**config.mk**
```make
export PLATFORM = sky130hd
export DESIGN_NAME = pmu_quota_sched
export DESIGN_NICKNAME = d
export VERILOG_FILES = /design/src/rtl/pmu_quota_sched.sv
export SDC_FILE = /design/constraint.sdc
export NUM_CORES = 1
export LEC_CHECK = 0
export BUFFER_PORTS_ARGS = -buffer_cell sky130_fd_sc_hd__buf_2
export CORE_AREA = 2 2 193 195
export DETAILED_ROUTE_END_ITERATION = 7
export DIE_AREA = 0 0 195 197
export GPL_TIMING_DRIVEN = 1
export PLACE_DENSITY = 0.6
export SLEW_MARGIN = 30
export SYNTH_ARGS = -nofsm -noshare
export SYNTH_HDL_FRONTEND = slang
export SYNTH_SLANG_ARGS = --single-unit
```
**constraint.sdc**
```tcl
create_clock -name clk_i -period 13.5 [get_ports clk_i]
set_input_delay 2.025 -clock clk_i [delete_from_list [all_inputs] [get_ports clk_i]]
set_output_delay 2.025 -clock clk_i [all_outputs]
set_load 0.02 [all_outputs]
```
**src/rtl/pmu_quota_sched.sv**
```systemverilog
// Time-multiplexed quota controller: sweeps each core's counter mask through one
// shared accumulator, raises sticky per-core interrupts, and handles replenish windows.
module pmu_quota_sched #(
  parameter int REG_WIDTH  = 32,
  parameter int N_COUNTERS = 9,
  parameter int N_CORES    = 4
) (
  input  logic                            clk_i,
  input  logic                            rst_i,
  input  logic                            softrst_i,
  input  logic                            en_i,
  input  logic [N_COUNTERS*REG_WIDTH-1:0] counter_value_i,
  input  logic [N_CORES*N_COUNTERS-1:0]   quota_mask_i,
  input  logic [N_CORES*REG_WIDTH-1:0]    quota_limit_i,
  input  logic [REG_WIDTH-1:0]            period_i,
  output logic                            period_clear_o,
  output logic [N_CORES-1:0]              intr_quota_o,
  output logic                            busy_o,
  output logic [$clog2(N_CORES)-1:0]      core_idx_o
);

  localparam int SUM_W = $clog2(N_COUNTERS) + REG_WIDTH;
  localparam int CIW   = $clog2(N_CORES);
  localparam int KIW   = $clog2(N_COUNTERS);
  localparam logic [CIW-1:0] LAST_CORE = CIW'(N_CORES - 1);
  localparam logic [KIW-1:0] LAST_CNT  = KIW'(N_COUNTERS - 1);

  typedef enum logic [1:0] {IDLE, CLEAR, ACCUM, COMPARE} state_t;

  state_t                  state_q, state_d;
  logic [SUM_W-1:0]        sum_q, sum_d;
  logic [CIW-1:0]          core_q, core_d;
  logic [KIW-1:0]          cnt_q, cnt_d;
  logic [REG_WIDTH-1:0]    win_q, win_d;
  logic [N_CORES-1:0]      intr_q, intr_d;
  logic                    pclr_q, pclr_d;
  logic [N_COUNTERS-1:0]   mask_q, mask_d;

  logic [REG_WIDTH-1:0]    cnt_arr  [N_COUNTERS];
  logic [N_COUNTERS-1:0]   mask_arr [N_CORES];
  logic [REG_WIDTH-1:0]    lim_arr  [N_CORES];

  always_comb begin
    for (int unsigned k = 0; k < N_COUNTERS; k++)
      cnt_arr[k] = counter_value_i[k*REG_WIDTH +: REG_WIDTH];
    for (int unsigned c = 0; c < N_CORES; c++) begin
      mask_arr[c] = quota_mask_i[c*N_COUNTERS +: N_COUNTERS];
      lim_arr[c]  = quota_limit_i[c*REG_WIDTH +: REG_WIDTH];
    end
  end

  always_comb begin
    state_d = state_q;
    sum_d   = sum_q;
    core_d  = core_q;
    cnt_d   = cnt_q;
    win_d   = win_q;
    intr_d  = intr_q;
    pclr_d  = 1'b0;
    mask_d  = mask_q;
    if (softrst_i) begin
      state_d = IDLE;
      sum_d   = '0;
      core_d  = '0;
      cnt_d   = '0;
      win_d   = '0;
      intr_d  = '0;
    end else if (!en_i) begin
      state_d = IDLE;
      sum_d   = '0;
      cnt_d   = '0;
      core_d  = '0;
    end else begin
      unique case (state_q)
        IDLE: begin
          state_d = CLEAR;
          core_d  = '0;
        end
        CLEAR: begin
          sum_d   = '0;
          cnt_d   = '0;
          mask_d  = mask_arr[core_q];
          state_d = ACCUM;
        end
        ACCUM: begin
          // A mask edit restarts the current core so no mixed-mask sum is ever compared
          if (mask_arr[core_q] != mask_q) begin
            state_d = CLEAR;
          end else begin
            if (mask_q[cnt_q])
              sum_d = sum_q + SUM_W'(cnt_arr[cnt_q]);
            cnt_d = cnt_q + 1'b1;
            if (cnt_q == LAST_CNT)
              state_d = COMPARE;
          end
        end
        COMPARE: begin
          if (sum_q > SUM_W'(lim_arr[core_q]))
            intr_d[core_q] = 1'b1;
          core_d  = (core_q == LAST_CORE) ? '0 : core_q + 1'b1;
          state_d = CLEAR;
        end
        default: state_d = IDLE;
      endcase
      // Window end overrides the FSM step above, so a same-cycle compare set is dropped
      if (period_i != '0) begin
        if (win_q >= period_i - 1'b1) begin
          win_d   = '0;
          pclr_d  = 1'b1;
          intr_d  = '0;
          state_d = CLEAR;
          core_d  = '0;
        end else begin
          win_d = win_q + 1'b1;
        end
      end else begin
        win_d = '0;
      end
    end
  end

  always_ff @(posedge clk_i or posedge rst_i) begin
    if (rst_i) begin
      state_q <= IDLE;
      sum_q   <= '0;
      core_q  <= '0;
      cnt_q   <= '0;
      win_q   <= '0;
      intr_q  <= '0;
      pclr_q  <= 1'b0;
      mask_q  <= '0;
    end else begin
      state_q <= state_d;
      sum_q   <= sum_d;
      core_q  <= core_d;
      cnt_q   <= cnt_d;
      win_q   <= win_d;
      intr_q  <= intr_d;
      pclr_q  <= pclr_d;
      mask_q  <= mask_d;
    end
  end

  assign period_clear_o = pclr_q;
  assign intr_quota_o   = intr_q;
  assign busy_o         = (state_q != IDLE);
  assign core_idx_o     = core_q;

endmodule
```
* Yosys cells after proc, flatten, opt, wreduce, memory -nomap -nowiden
Index checks and enable logic that the tools add are counted.
** Word-level totals
- Output and inout bits :: 8
- Bits in read-only memories :: 0
- Logic and storage cells :: 91
- Input port bits :: 488
- Flip-flop bits (word level) :: 90
- Bits in writable memories :: 0
- Memories kept :: 0
- Latch bits :: 0
** Operators by class
- Muxes and demuxes :: 49
- Bitwise gates (word level) :: 4
- Order comparisons :: 7
- Divide/modulo/power cells :: 0
- Shifts and indexed selects :: 0
- Add/sub/neg operators :: 5
- Reduce and logical (&&, ||, !) cells :: 9
- Multipliers :: 0
- Equal/unequal tests :: 9
** Operators by type and width (count)
- 32-bit 2-to-1 mux :: 8
- 36-bit 2-to-1 mux :: 4
- 32-bit binary-select mux with 4-bit select :: 1
- 36-bit case mux with 2 select lines :: 1
- 32-bit binary-select mux with 2-bit select :: 1
- 36-bit by 32-bit adder with 36-bit output :: 1
- 36-bit by 32-bit greater-than comparator with 1-bit output :: 1
- 4-bit 2-to-1 mux :: 9
- 32-bit by 1-bit adder with 32-bit output (second input constant) :: 1
- 32-bit >= comparator :: 1
- 32-bit nonzero test :: 1
- 32-bit by 1-bit subtractor with 32-bit output (second input constant) :: 1
- 2-bit 2-to-1 mux :: 11
- 9-bit binary-select mux with 2-bit select :: 1
- 9-bit 2-to-1 mux :: 2
- 9-bit != test :: 1
- 4-bit != test (second input constant) :: 2
- 4-bit case mux with 2 select lines :: 1
- 2-bit == test (second input constant) :: 3
- 1-bit 2-to-1 mux :: 6
- 2-bit case mux with 3 select lines :: 1
- 3-bit AND reduction :: 2
- 5-bit >= comparator (second input constant) :: 1
- 4-bit by 5-bit < comparator with 1-bit output (second input constant) :: 1
- other kinds (20) :: 21

* Longest topological paths before layout
- Depth after elaboration :: 11
- Mapped depth :: 17
- Gate-level depth less buffers :: 15

* Worst setup path before layout
No wires, ideal clock.
- Path kind :: input -> register
- Start point :: in period_i[4]
- End point :: reg win_q[10]
- Arrival time :: 5775 ps
- Stages on the path :: 16
- Setup slack :: 7639 ps
- Path buffers :: 2
- Library setup time :: 87 ps
- Required time :: 13413 ps
- Cell sequence :: or4_1 > nor3_2 > nand4_1 > or2_2 > nor2_1 > xnor2_1 > ha_1 > a21o_1 > a21o_1 > a2111oi_0 > o21ai_0 > a211oi_1 > buf_2 > buf_1 > nand4_1 > o211ai_1
** Between the ends
- Longest elaborated chain between the ends :: 6
- Elaborated cells between the ends (all ways) :: 7
- Those cells by class :: add/sub: 1; order compare: 1; mux: 4; reduce/logical: 1
** Ends and longest elaborated chain
- from (decl) :: RTL line 15 : input logic [REG_WIDTH-1:0] period_i,
- 32-bit by 1-bit subtractor with 32-bit output :: RTL line 107 : if (win_q >= period_i - 1'b1) begin
- 32-bit >= comparator :: RTL line 107
- 32-bit 2-to-1 mux :: RTL line 107
- 32-bit 2-to-1 mux (*) :: RTL line 106 : if (period_i != '0) begin
- 32-bit 2-to-1 mux (*) :: RTL line 68 : end else if (!en_i) begin
- 32-bit 2-to-1 mux (*) :: RTL line 61 : if (softrst_i) begin
- to (signal assigned) :: RTL line 137 : win_q <= win_d;
- to (decl) :: RTL line 34 : logic [REG_WIDTH-1:0] win_q, win_d;
Mark *: on every way between the ends. The rest lies on a longest branch, timed or not. The select of a mux whose other input is x is not followed.
A chain may end at the register's enable or synchronous reset.

* Worst setup path after layout
- Start point :: in period_i[4]
- End point :: reg win_q[27]
The elaborated chain is that of the path after synthesis.

==> impl_metrics.env <==
export IMPL_initial_core_util=0.315
export IMPL_grt_ovfl_total=0
export IMPL_drc=0
export IMPL_hold_viol=0
export IMPL_drive_above_1_share=0.396
export IMPL_firstDrtPassIters=5
export IMPL_power_density_nw_per_um2=52.9
export IMPL_cts_resized=0
export IMPL_core_um2=36300
export IMPL_synth_seq_cells=90
export IMPL_die_x_um=195
export IMPL_dieHeight_um=197
export IMPL_finalCriticalPeriod_ns=6.75
export IMPL_endpoint_kind="flip-flop"
export IMPL_root_buffer="clkbuf_16"
export IMPL_power_uw=778
export IMPL_required_ns=13.72
export IMPL_cts_tree="yes"
export IMPL_syn_area_per_cell_um2=9.19
export IMPL_grt_pass1_vias=11800
export IMPL_tightest_slew_ns=0.809
export IMPL_synth_most_common_cell="nand2_1"
export IMPL_fin_util=0.405
export IMPL_syn_num_nets=1841
export IMPL_grt_pass1_wl_um=66600
export IMPL_num_rows=70
export IMPL_routed_wl_um=45300
export IMPL_dominantRegCellSynth="dfrtp_1"
export IMPL_power_switching_uw=237
export IMPL_power_frac_seq=0.371
export IMPL_drtIter0Drc=751
export IMPL_syn_area_um2=11400
export IMPL_setup_viol=0
export IMPL_antenna_found_initial=17
export IMPL_start_kind="input pin"
export IMPL_fmax_ghz=0.148
export IMPL_syn_instance_count=1242
export IMPL_async_flop_share=1.00
export IMPL_gp_congestion=0.923
export IMPL_drt_wirelength_per_cell_um=20.8
export IMPL_synth_largest_area_cell="mux4_2"
export IMPL_cts_sinks=90
export IMPL_status="finished clean"
export IMPL_ir_drop_mv=0.0436
export IMPL_synth_edf_count=0
export IMPL_pin_count=496
export IMPL_hold_buffers=0
export IMPL_slew_limit_headroom=0.459
export IMPL_p_comb_frac=0.274
export IMPL_nNetsFinal=2295
export IMPL_intPower_uw=542
export IMPL_drv_cap=0
export IMPL_port_buffer_count=495
export IMPL_pwr_share_clk=0.355
export IMPL_clkLatencyLatePin_ns=0.36
export IMPL_static_leakage_power_uw=0.00658
export IMPL_clk_path_buf_depth=2
export IMPL_p_sw_frac=0.304
export IMPL_synth_seq_area_share=0.197
export IMPL_rsz0062_at_grt="no"
export IMPL_worstHoldPathType="reg -> reg"
export IMPL_cp_data_arrival_time_ns=6.97
export IMPL_grt_start_max_net_pins=57
export IMPL_drtAntennaViolNets=0
export IMPL_ys_warnings_count=0
export IMPL_dpl_hpwl_um=37800
export IMPL_via_count=11900
export IMPL_synth_distinct_cells=67
export IMPL_path_max_fanout=30
export IMPL_cts_max_level=3
export IMPL_synthTopCellsByArea="mux4_2 (21%), dfrtp_1 (20%), ha_1 (12%)"
export IMPL_track_usage=0.227
export IMPL_fin_tns_setup_ns=0
export IMPL_yosys_top_cells_count="nand2_1 (161), ha_1 (110), mux4_2 (107)"
export IMPL_worst_setup_path_type="in -> reg"
export IMPL_cts_setup_buffers=0
export IMPL_finalCritPeriodShare=0.500
export IMPL_die_area_um2=38400
export IMPL_finalMaxSlewViolations=0
export IMPL_synth_top_area_share=0.211
export IMPL_fin_skew_ns=0.0118
export IMPL_cts_made_buffers=9
export IMPL_viasPerCell=5.48
export IMPL_syn2layout_area_growth_pct=28.8
export IMPL_clk_pin_slew_ns=0.07
export IMPL_hold_worst_slack_ns=0.506
==> power groups by stage <==
stage,clock [uW],combinational [uW],sequential [uW]
after CTS,280,215,289
after global routing,294,234,290
after floorplan,0,107,292
after global placement,0,208,294
final,276,213,289
after detailed placement,0,214,294
==> registers in the layout, summed over array words and instances, names as in the netlist <==
| register | cells |
|---|---|
| mask_q | 9 |
| sum_q | 36 |
| period_clear_o | 1 |
| state_q | 2 |
| win_q | 32 |
| core_idx_o | 2 |
| intr_quota_o | 4 |
| cnt_q | 4 |
==> worst max-delay path: stages <==
cell	delay [ns]
buf_2	0.12
or4_1	0.60
nor3_2	0.39
nand4_1	0.26
or2_2	0.38
nor2_1	0.12
xnor2_1	0.13
ha_1	0.26
a21o_1	0.18
a21o_1	0.17
a2111oi_0	0.44
o21ai_0	0.25
a211oi_2	0.21
buf_4	0.34
nand3_2	0.55
o311ai_0	0.55
==> per-stage QoR <==
| step | instances | instance area (um^2) | worst slack, ns |
|---|---|---|---|
| 2_1_floorplan | 1242 | 11400 | 7.64 |
| 3_3_place_gp | 2152 | 14300 | 6.21 |
| 3_5_place_dp | 2152 | 14300 | 6.43 |
| 4_1_cts | 2168 | 14700 | 6.77 |
| 5_1_grt | 2171 | 14700 | 6.36 |
| 6_report | 2178 | 14700 | 6.75 |
==> cell type report <==
| type | count | area (um^2) |
|---|---|---|
| Multi-Input combinational cell | 1016 | 8650 |
| Clock inverter | 7 | 85.1 |
| Inverter | 69 | 260 |
| Sequential cell | 90 | 2260 |
| Tap cell | 468 | 586 |
| Fill cell | 3711 | 21600 |
| Clock buffer | 9 | 225 |
| Antenna cell | 9 | 22.5 |
| Timing Repair Buffer | 510 | 2610 |
==> kinds of logic after synthesis <==
logic type	Yosys count	share of synthesized area
and+or+nand+nor	408	0.176
AOI/OAI and AO/OA	266	0.144
muxes	155	0.254
buffers and inverters	136	0.0473
adders and majority gates	111	0.122
DFF	90	0.197
xor gates and xnor gates	76	0.0590
==> worst paths after layout <==
| check | startpoint | endpoint | slack [ns] | cells after the start |
|---|---|---|---|---|
| max | period_i[4] | win_q[27]$_DFFE_PP0P_ | 6.75 | 16 |
| min | win_q[31]$_DFFE_PP0P_ | win_q[31]$_DFFE_PP0P_ | 0.51 | 1 |
| min reg2reg | win_q[31]$_DFFE_PP0P_ | win_q[31]$_DFFE_PP0P_ | 0.51 | 1 |
| min in group asynchronous | rst_i | sum_q[24]$_DFFE_PP0P_ | 1.79 | 2 |
| max in group asynchronous | rst_i | core_idx_o[0]$_DFF_PP0_ | 10.47 | 3 |
| max reg2reg | cnt_q[0]$_DFFE_PP0P_ | sum_q[22]$_DFFE_PP0P_ | 8.42 | 14 |
==> metal layers <==
layer | wire [um] | GRT usage | part of all wire
met1 | 19000 | 0.298 | 0.42
met2 | 21700 | 0.378 | 0.48
met3 | 3830 | 0.0577 | 0.084
met4 | 697 | 0.0478 | 0.015
met5 | 73 | 0 | 0.0016
==> cell usage in the layout (no fill, tap or decap), types with 17 or more instances in the layout <==
master	instances
o21ai_0	84
o21ai_1	24
a21o_1	25
nor2_1	57
xor2_1	25
nand3_1	31
mux2i_1	39
dfrtp_1	85
mux4_2	107
a21oi_1	49
nand2_1	161
xnor2_1	50
inv_1	68
nand4_1	53
buf_2	495
ha_1	110
nor3_1	20
o211ai_1	17
(Power assumes the default switching activity.)
